[src/rtl/fetch_issue_if.sv]
// Handshake bundle between the IF stage / EX stage environment and the fetch-issue controller.
// The controller attaches through the slave modport; the surrounding pipeline drives the master side.
interface fetch_issue_if #(
  parameter int CNT_W = 32
);
  logic [31:0]      instruction;
  logic [31:0]      PC_reg_out;
  logic             ex_redirect;
  logic             stall_req;
  logic             cnt_clr;
  logic [1:0]       PC_sel;
  logic             should_br;
  logic [31:0]      ex_inst;
  logic [31:0]      ex_pc;
  logic             ex_valid;
  logic             ill_inst;
  logic [CNT_W-1:0] cycle_cnt;
  logic [CNT_W-1:0] inst_cnt;

  modport master (
    output instruction, PC_reg_out, ex_redirect, stall_req, cnt_clr,
    input  PC_sel, should_br, ex_inst, ex_pc, ex_valid, ill_inst, cycle_cnt, inst_cnt
  );

  modport slave (
    input  instruction, PC_reg_out, ex_redirect, stall_req, cnt_clr,
    output PC_sel, should_br, ex_inst, ex_pc, ex_valid, ill_inst, cycle_cnt, inst_cnt
  );
endinterface

[src/rtl/fetch_issue_ctrl.sv]
// Fetch/issue controller: steers the IF PC mux, squashes fetched words, and owns the IF->EX
// register with stall, redirect-bubble handling and cycle/instruction counters.
module fetch_issue_ctrl #(
  parameter logic [31:0] RESET_PC = 32'h0000_0000,
  parameter logic [31:0] NOP_INST = 32'h0000_0013,
  parameter int          CNT_W    = 32
) (
  input logic          clk,
  input logic          rst,
  fetch_issue_if.slave bus
);

  typedef enum logic {
    BOOT = 1'b0,
    RUN  = 1'b1
  } state_e;

  localparam logic [1:0] SEL_RESET = 2'd0;
  localparam logic [1:0] SEL_HOLD  = 2'd1;
  localparam logic [1:0] SEL_PC4   = 2'd2;
  localparam logic [1:0] SEL_ALU   = 2'd3;

  state_e           state_q, state_d;
  logic [1:0]       pc_sel;
  logic             squash;
  logic             bubble;
  logic             issue_vld;

  logic [31:0]      ex_inst_q;
  logic [31:0]      ex_pc_q;
  logic             ex_valid_q;
  logic             ill_inst_q;
  logic [CNT_W-1:0] cycle_cnt_q;
  logic [CNT_W-1:0] inst_cnt_q;

  // RISC-V base encodings always carry 2'b11 in the low bits; anything else is a compressed or bogus word.
  function automatic logic is_illegal(input logic [31:0] word);
    return word[1:0] != 2'b11;
  endfunction

  always_ff @(posedge clk) begin
    if (rst) state_q <= BOOT;
    else     state_q <= state_d;
  end

  // PC steering is purely a function of state and the EX-side requests, never of the EX registers.
  always_comb begin
    state_d = RUN;
    pc_sel  = SEL_PC4;
    squash  = 1'b0;
    bubble  = 1'b0;
    if (rst || state_q == BOOT) begin
      pc_sel = SEL_RESET;
      squash = 1'b1;
      bubble = 1'b1;
    end else if (bus.ex_redirect) begin
      pc_sel = SEL_ALU;
      squash = 1'b1;
      bubble = 1'b1;
    end else if (bus.stall_req) begin
      pc_sel = SEL_HOLD;
      bubble = 1'b1;
    end
  end

  // A zero word is left over from a squash and is issued as a bubble rather than flagged illegal.
  assign issue_vld = !bubble && (bus.instruction != 32'h0);

  always_ff @(posedge clk) begin
    if (rst) begin
      ex_inst_q   <= NOP_INST;
      ex_pc_q     <= RESET_PC;
      ex_valid_q  <= 1'b0;
      ill_inst_q  <= 1'b0;
      cycle_cnt_q <= '0;
      inst_cnt_q  <= '0;
    end else begin
      ex_inst_q  <= issue_vld ? bus.instruction : NOP_INST;
      ex_pc_q    <= bus.PC_reg_out;
      ex_valid_q <= issue_vld;
      ill_inst_q <= issue_vld && is_illegal(bus.instruction);
      if (bus.cnt_clr) begin
        cycle_cnt_q <= '0;
        inst_cnt_q  <= '0;
      end else begin
        cycle_cnt_q <= cycle_cnt_q + CNT_W'(1);
        inst_cnt_q  <= inst_cnt_q + CNT_W'(issue_vld);
      end
    end
  end

  assign bus.PC_sel    = pc_sel;
  assign bus.should_br = squash;
  assign bus.ex_inst   = ex_inst_q;
  assign bus.ex_pc     = ex_pc_q;
  assign bus.ex_valid  = ex_valid_q;
  assign bus.ill_inst  = ill_inst_q;
  assign bus.cycle_cnt = cycle_cnt_q;
  assign bus.inst_cnt  = inst_cnt_q;

endmodule

[src/flat_wrapper.sv]
// flat-port wrapper written by rule: the top's interface ports become plain ports
module fetch_issue_ctrl_flat 
#(
  parameter logic [31:0] RESET_PC = 32'h0000_0000,
  parameter logic [31:0] NOP_INST = 32'h0000_0013,
  parameter int          CNT_W    = 32
)
  (clk, rst, bus_instruction, bus_PC_reg_out, bus_ex_redirect, bus_stall_req, bus_cnt_clr, bus_PC_sel, bus_should_br, bus_ex_inst, bus_ex_pc, bus_ex_valid, bus_ill_inst, bus_cycle_cnt, bus_inst_cnt);
  fetch_issue_if #(.CNT_W(CNT_W)) bus_i ();
  input logic clk;
  input logic rst;
  input wire logic [$bits(bus_i.instruction)-1:0] bus_instruction;
  input wire logic [$bits(bus_i.PC_reg_out)-1:0] bus_PC_reg_out;
  input wire logic [$bits(bus_i.ex_redirect)-1:0] bus_ex_redirect;
  input wire logic [$bits(bus_i.stall_req)-1:0] bus_stall_req;
  input wire logic [$bits(bus_i.cnt_clr)-1:0] bus_cnt_clr;
  output wire logic [$bits(bus_i.PC_sel)-1:0] bus_PC_sel;
  output wire logic [$bits(bus_i.should_br)-1:0] bus_should_br;
  output wire logic [$bits(bus_i.ex_inst)-1:0] bus_ex_inst;
  output wire logic [$bits(bus_i.ex_pc)-1:0] bus_ex_pc;
  output wire logic [$bits(bus_i.ex_valid)-1:0] bus_ex_valid;
  output wire logic [$bits(bus_i.ill_inst)-1:0] bus_ill_inst;
  output wire logic [$bits(bus_i.cycle_cnt)-1:0] bus_cycle_cnt;
  output wire logic [$bits(bus_i.inst_cnt)-1:0] bus_inst_cnt;
  assign bus_i.instruction = bus_instruction;
  assign bus_i.PC_reg_out = bus_PC_reg_out;
  assign bus_i.ex_redirect = bus_ex_redirect;
  assign bus_i.stall_req = bus_stall_req;
  assign bus_i.cnt_clr = bus_cnt_clr;
  assign bus_PC_sel = bus_i.PC_sel;
  assign bus_should_br = bus_i.should_br;
  assign bus_ex_inst = bus_i.ex_inst;
  assign bus_ex_pc = bus_i.ex_pc;
  assign bus_ex_valid = bus_i.ex_valid;
  assign bus_ill_inst = bus_i.ill_inst;
  assign bus_cycle_cnt = bus_i.cycle_cnt;
  assign bus_inst_cnt = bus_i.inst_cnt;
  fetch_issue_ctrl #(.RESET_PC(RESET_PC), .NOP_INST(NOP_INST), .CNT_W(CNT_W)) u_core (.clk(clk), .rst(rst), .bus(bus_i));
endmodule
[config.mk]
export PLATFORM = sky130hd
export DESIGN_NAME = fetch_issue_ctrl_flat
export DESIGN_NICKNAME = d
export VERILOG_FILES = /design/src/rtl/fetch_issue_if.sv /design/src/rtl/fetch_issue_ctrl.sv /design/src/flat_wrapper.sv
export SDC_FILE = /design/constraint.sdc
export NUM_CORES = 1
export LEC_CHECK = 0
export CORE_ASPECT_RATIO = 1.5
export CORE_MARGIN = 1
export CORE_UTILIZATION = 40
export CTS_CLUSTER_DIAMETER = 60
export DETAILED_ROUTE_END_ITERATION = 7
export DONT_BUFFER_PORTS = 1
export SLEW_MARGIN = 20
export SYNTH_ARGS = -nofsm -noshare
export SYNTH_HDL_FRONTEND = slang
export SYNTH_SLANG_ARGS = --single-unit
[constraint.sdc]
create_clock -name clk -period 7.5 [get_ports clk]
set_input_delay 1.5 -clock clk [delete_from_list [all_inputs] [get_ports clk]]
set_output_delay 1.5 -clock clk [all_outputs]
set_load 0.02 [all_outputs]
==> metrics.txt, run 1 <==
Max-slew headroom 46.9%; footprint of the multi-input gates 2080 um^2; initial antenna violation count 0; # hold bufs at CTS 0; clk_skew 0.0102 ns; Yosys top cell by area dfxtp_1; RSZ-0062 raised after global routing no; Pleak 1.83 nW; max-cap violations 0; hold crit path type reg -> reg; largest net degree at the start of global routing 58; Post-Syn Area per Cell 9.67 um^2; root buffer cell clkbuf_16; Async SR Flop Fraction 0%; CTS tree built; die height 137 um; Syn Inst Count 499; CP arrival 4.58 ns; Final HPWL DP 8200 um; I/O Buffers 0; Synth top area share 54.3%; period utilization 56.6%; grt ovf 0; initial DRC count 137; IO Pins 202; Die Wd 91.7 um; CTS Buffer Depth 2; Yosys cell types 38; cell area after synthesis 4830 um^2; number of remaining DRC errors 0; Main synth FF type dfxtp_1; vias 3662; #FFs+latches synth 131; most frequent cells in the layout dfxtp_1, and2_1, a21oi_1; Slew @ Worst Pin 0.797 ns; P per Cell Area 284 nW/um^2; Clock Sinks 131; Post-CTS Setup Bufs 0; achievable clock frequency 236 MHz; Clock transition at path regs 0.06 ns; fin. max-slew vios 0; drt first pass iters 4; Worst Setup End Kind flop; ANT nets after route 0; Via density 5.55; WL final 11300 um; # fillers 1126; Total Routing Usage GR 18.1%; Starting Density 41.4%; Num CTS Buffers 17; crit path kind in -> reg; Tmin final 4.24 ns; Area contributors post-synth dfxtp_1, and2_1, nor2b_1; Setup TNS Final 0 ns; outcome complete, no violations; Area growth, synth to finish 14.3%; share of cells above drive strength 1 7.65%; Ant. Diodes 0; worst-path fanout max 34; Core Rows 48; Final Hold Vio Count 0; post-placement cell count 628; Worst VDD drop 0.000149 V; RePlAce Congestion 0.812; DIE AREA 12500 um^2; CP required 7.84 ns; H-tree level count 4; clk_lat worst skew 0.41 ns; WL/cell 17.1 um; syn nets 571; first-pass GRT wire length 17400 um; total number of yosys warnings 0; Nets 569; Setup violations, final 0; CTS resizes 0; commonest non-fill, non-tap cell in the layout dfxtp_1; Post-Layout Cell Count 660; Core ar. 11700 um^2; sequential share of the synthesized area 54.3%; Storage cell area 2620 um^2; Post-synth EDFFs 0; Worst Setup Start Kind input port; vias in the first global route 3561
## worst max-delay path: stages
cell      delay (ns)
nor2_1          0.20
o2111a_1        0.75
ha_1            0.34
ha_1            0.22
and4_1          0.29
nand4_1         0.46
or4_1           0.66
a21oi_1         0.15
## per-layer routing
layer	vias up	GRT usage [%]	wire, um
met2	164	30.5	5700
li1	1761	-	-
met5	-	0	0
met4	0	10.9	352
met1	1713	20.1	4410
met3	24	5.17	826
## power breakdown
part           internal [mW]  switching (mW)  leakage (nW)
combinational        0.00873          0.0121         0.494
sequential             0.709          0.0232          1.07
clock                  0.493           0.318         0.270
## state kept, by name, summed over array words and instances (netlist names)
register,cells
u_core.bus.ex_inst,32
u_core.bus.ex_valid,1
u_core.state_q,1
u_core.bus.ill_inst,1
u_core.bus.cycle_cnt,32
u_core.bus.ex_pc,32
u_core.bus.inst_cnt,32
## cell usage after synthesis, drive strengths merged, types with 2 or more instances
cell type,number
o31ai,16
or3,15
nand2b,3
nor3,5
and4,9
o2111a,2
or4,17
ha,3
and2,34
a21oi,33
nor4,15
inv,12
nand3,22
and3,4
o21ai,14
or2,2
buf,2
xor2,8
or4b,3
xnor2,15
o41ai,2
nand4,16
nor2,31
clkbuf,19
nor2b,32
nand2,26
dfxtp,131
mux2i,3
## worst paths after layout
kind,start,endpoint,depth (start not counted),slack (ns)
worst min register to register,u_core.state_q,u_core.bus.ex_valid,1,0.55
worst max register to register,u_core.state_q,u_core.bus.inst_cnt[26],7,4.18
worst max-delay path,bus_ex_redirect,u_core.bus.inst_cnt[26],8,3.26
worst min-delay path,u_core.state_q,u_core.bus.ex_valid,1,0.55
## area by class of cell
class | instances | share of cell area [%]
clock buffer | 18 | 7.78
tap | 150 | 3.40
sequential | 131 | 47.5
clock inverter | 14 | 2.81
multi-input combinational | 335 | 37.7
inverter | 12 | 0.817
## cell families (layout without fill, tap and decap cells)
| logic type | Yosys count | in the layout | share of synthesized area [%] |
|---|---|---|---|
| compound gates | 71 | 71 | 8.84 |
| xor+xnor | 23 | 23 | 4.17 |
| fa+ha+maj | 3 | 3 | 0.778 |
| buf+inv | 33 | 44 | 2.67 |
| flops | 131 | 131 | 54.3 |
| mux | 3 | 3 | 0.622 |
| simple gates | 235 | 235 | 28.6 |
## metrics by stage
| step | cell area (um^2) | setup slack, ns | hold WS, ns | utilization (%) | power (mW) |
|---|---|---|---|---|---|
| final | 5520 | 3.26 | 0.546 | 47.3 | 1.56 |
| after global placement | 4930 | 2.98 | 0.513 | 42.3 | 0.769 |
| after floorplan | 4830 | 3.75 | 0.477 | - | 0.765 |
| after detailed placement | 4930 | 2.82 | 0.521 | 42.3 | 0.769 |
| after CTS | 5510 | 3.26 | 0.548 | 47.3 | 1.58 |
| after global routing | 5520 | 2.87 | 0.558 | 47.3 | 1.62 |
Power figures use the tool's default switching activity.
==> run 2, diff against run 1 <==
Clock period 7.5 ns to 3.9 ns, I/O delays scaled along.
==> run 2 against run 1 <==
Net effect: final cell count grew 0.15%; via count down 0.82%; clock-buffer cell count did not move; combinational power grew 94%; setup slack worse by 2.3 ns; flip-flop and latch count stayed put; sequential share of layout area increased by 0.15 points; non-clock buffer count increased by 1; sequential power up 92%; critical path type unchanged; critical endpoint is now u_core.bus.inst_cnt[28]; largest power group unchanged; highest routed layer unchanged.
==> metrics.txt, run 2 (same netlist as run 1, synthesis figures left out) <==
outcome complete, no violations; vias 3632; WL/cell 17.3 um; CTS tree built; commonest non-fill, non-tap cell in the layout dfxtp_1; Clock transition at path regs 0.06 ns; IO Pins 202; Global Route met2 Usage 31.8%; routing usage on met3 9.44%; Final Hold Vio Count 0; Max-slew headroom 53.0%; period utilization 75.7%; global route hottest layer met2; Pleak 1.83 nW; Setup violations, final 0; Final HPWL DP 8390 um; CP Cell Sequence nor2_1 > o2111a_1 > ha_1 > ha_1 > and4_1 > nand4_1 > or4_1 > a21oi_1; worst-path fanout max 16; clk_skew 0.0104 ns; first-pass GRT wire length 17600 um; final instance area 5500 um^2; Die Wd 91.7 um; Post-CTS Setup Bufs 0; Core ar. 11700 um^2; Worst Setup Start Kind input port; GR Layer Usage met1 19.5%; tightest hold margin 0.429 ns; share of cells above drive strength 1 7.83%; drt first pass iters 4; clk_lat worst skew 0.41 ns; Via density 5.49; Post-Layout Cell Count 661; Ant. Diodes 0; ANT nets after route 0; vias in the first global route 3412; CTS Buffer Depth 2; Slew @ Worst Pin 0.703 ns; largest net degree at the start of global routing 58; achievable clock frequency 339 MHz; initial DRC count 107; RePlAce Congestion 0.805; Worst Setup End Kind flop; Core Rows 48; DIE AREA 12500 um^2; # hold bufs at CTS 0; Nets 570; RSZ-0062 raised after global routing no; Power Total 2.94 mW; Crit. path cell count 8; P per Cell Area 534 nW/um^2; Most common cell on crit path ha_1; I/O Buffers 0; CP required 4.24 ns; fin. max-slew vios 0; number of remaining DRC errors 0; Area growth, synth to finish 13.9%; grt ovf 0; WHS Path Cells 1; H-tree level count 4; Critical Path Slowest Stage Cell or4_1; Setup TNS Final 0 ns; Largest stage delay, worst path 0.66 ns; CTS resizes 0; CP bufs+invs 0; Placed Area 4940 um^2; most frequent cells in the layout dfxtp_1, and2_1, a21oi_1; hold crit path type in -> reg; crit-path leading delay family simple AND/OR/NAND/NOR gates; max-cap violations 0; crit path kind in -> reg; post-placement cell count 629; root buffer cell clkbuf_16; Num CTS Buffers 17; initial antenna violation count 0; CP arrival 3.29 ns; Total Routing Usage GR 18.5%; WL final 11400 um; worst reg2reg path depth 7; Clock Sinks 131; Tmin final 2.95 ns; Starting Density 41.4%; Worst VDD drop 0.000376 V; die height 137 um
==> run 2: cell count changes in the layout (fill, tap and decap cells not counted), sizes merged <==
| cell | previous run | this run |
|---|---|---|
| buf | 0 | 1 |
| bufinv | 2 | 1 |
| clkinv | 3 | 4 |
==> run 2: cell type report <==
type	count	area, um^2
multi-input combinational	335	2080
inverter	12	45.0
tap	150	188
clock inverter	14	130
timing repair buffer	1	7.51
fill	1121	6150
sequential	131	2620
clock buffer	18	429
==> run 2: stage by stage <==
| step | setup WS [ns] | util [%] |
|---|---|---|
| global route | 0.791 | 47.2 |
| global placement | 0.676 | 42.4 |
| detailed placement | 0.538 | 42.4 |
| finish | 0.946 | 47.2 |
| CTS | 0.962 | 47.2 |
| floorplan | 0.871 | - |
==> run 2: power by group <==
part | total, mW | internal [mW] | switching (mW)
combinational | 0.0404 | 0.0171 | 0.0233
sequential | 1.41 | 1.36 | 0.0443
clock | 1.49 | 0.882 | 0.606
total | 2.94 | 2.26 | 0.673
==> run 2: worst paths after layout <==
| path | from | end | slack [ns] |
|---|---|---|---|
| hold reg to reg | u_core.state_q | u_core.bus.ex_valid | 0.53 |
| setup / recovery | bus_ex_redirect | u_core.bus.inst_cnt[28] | 0.95 |
| setup reg to reg | u_core.state_q | u_core.bus.inst_cnt[28] | 1.16 |
| hold / removal | rst | u_core.bus.ex_pc[21] | 0.43 |
==> run 2: per-layer routing <==
layer | wire [um] | vias up
met3 | 1020 | 16
met2 | 5860 | 153
li1 | - | 1763
met5 | 0 | -
met1 | 4330 | 1700
met4 | 197 | 0
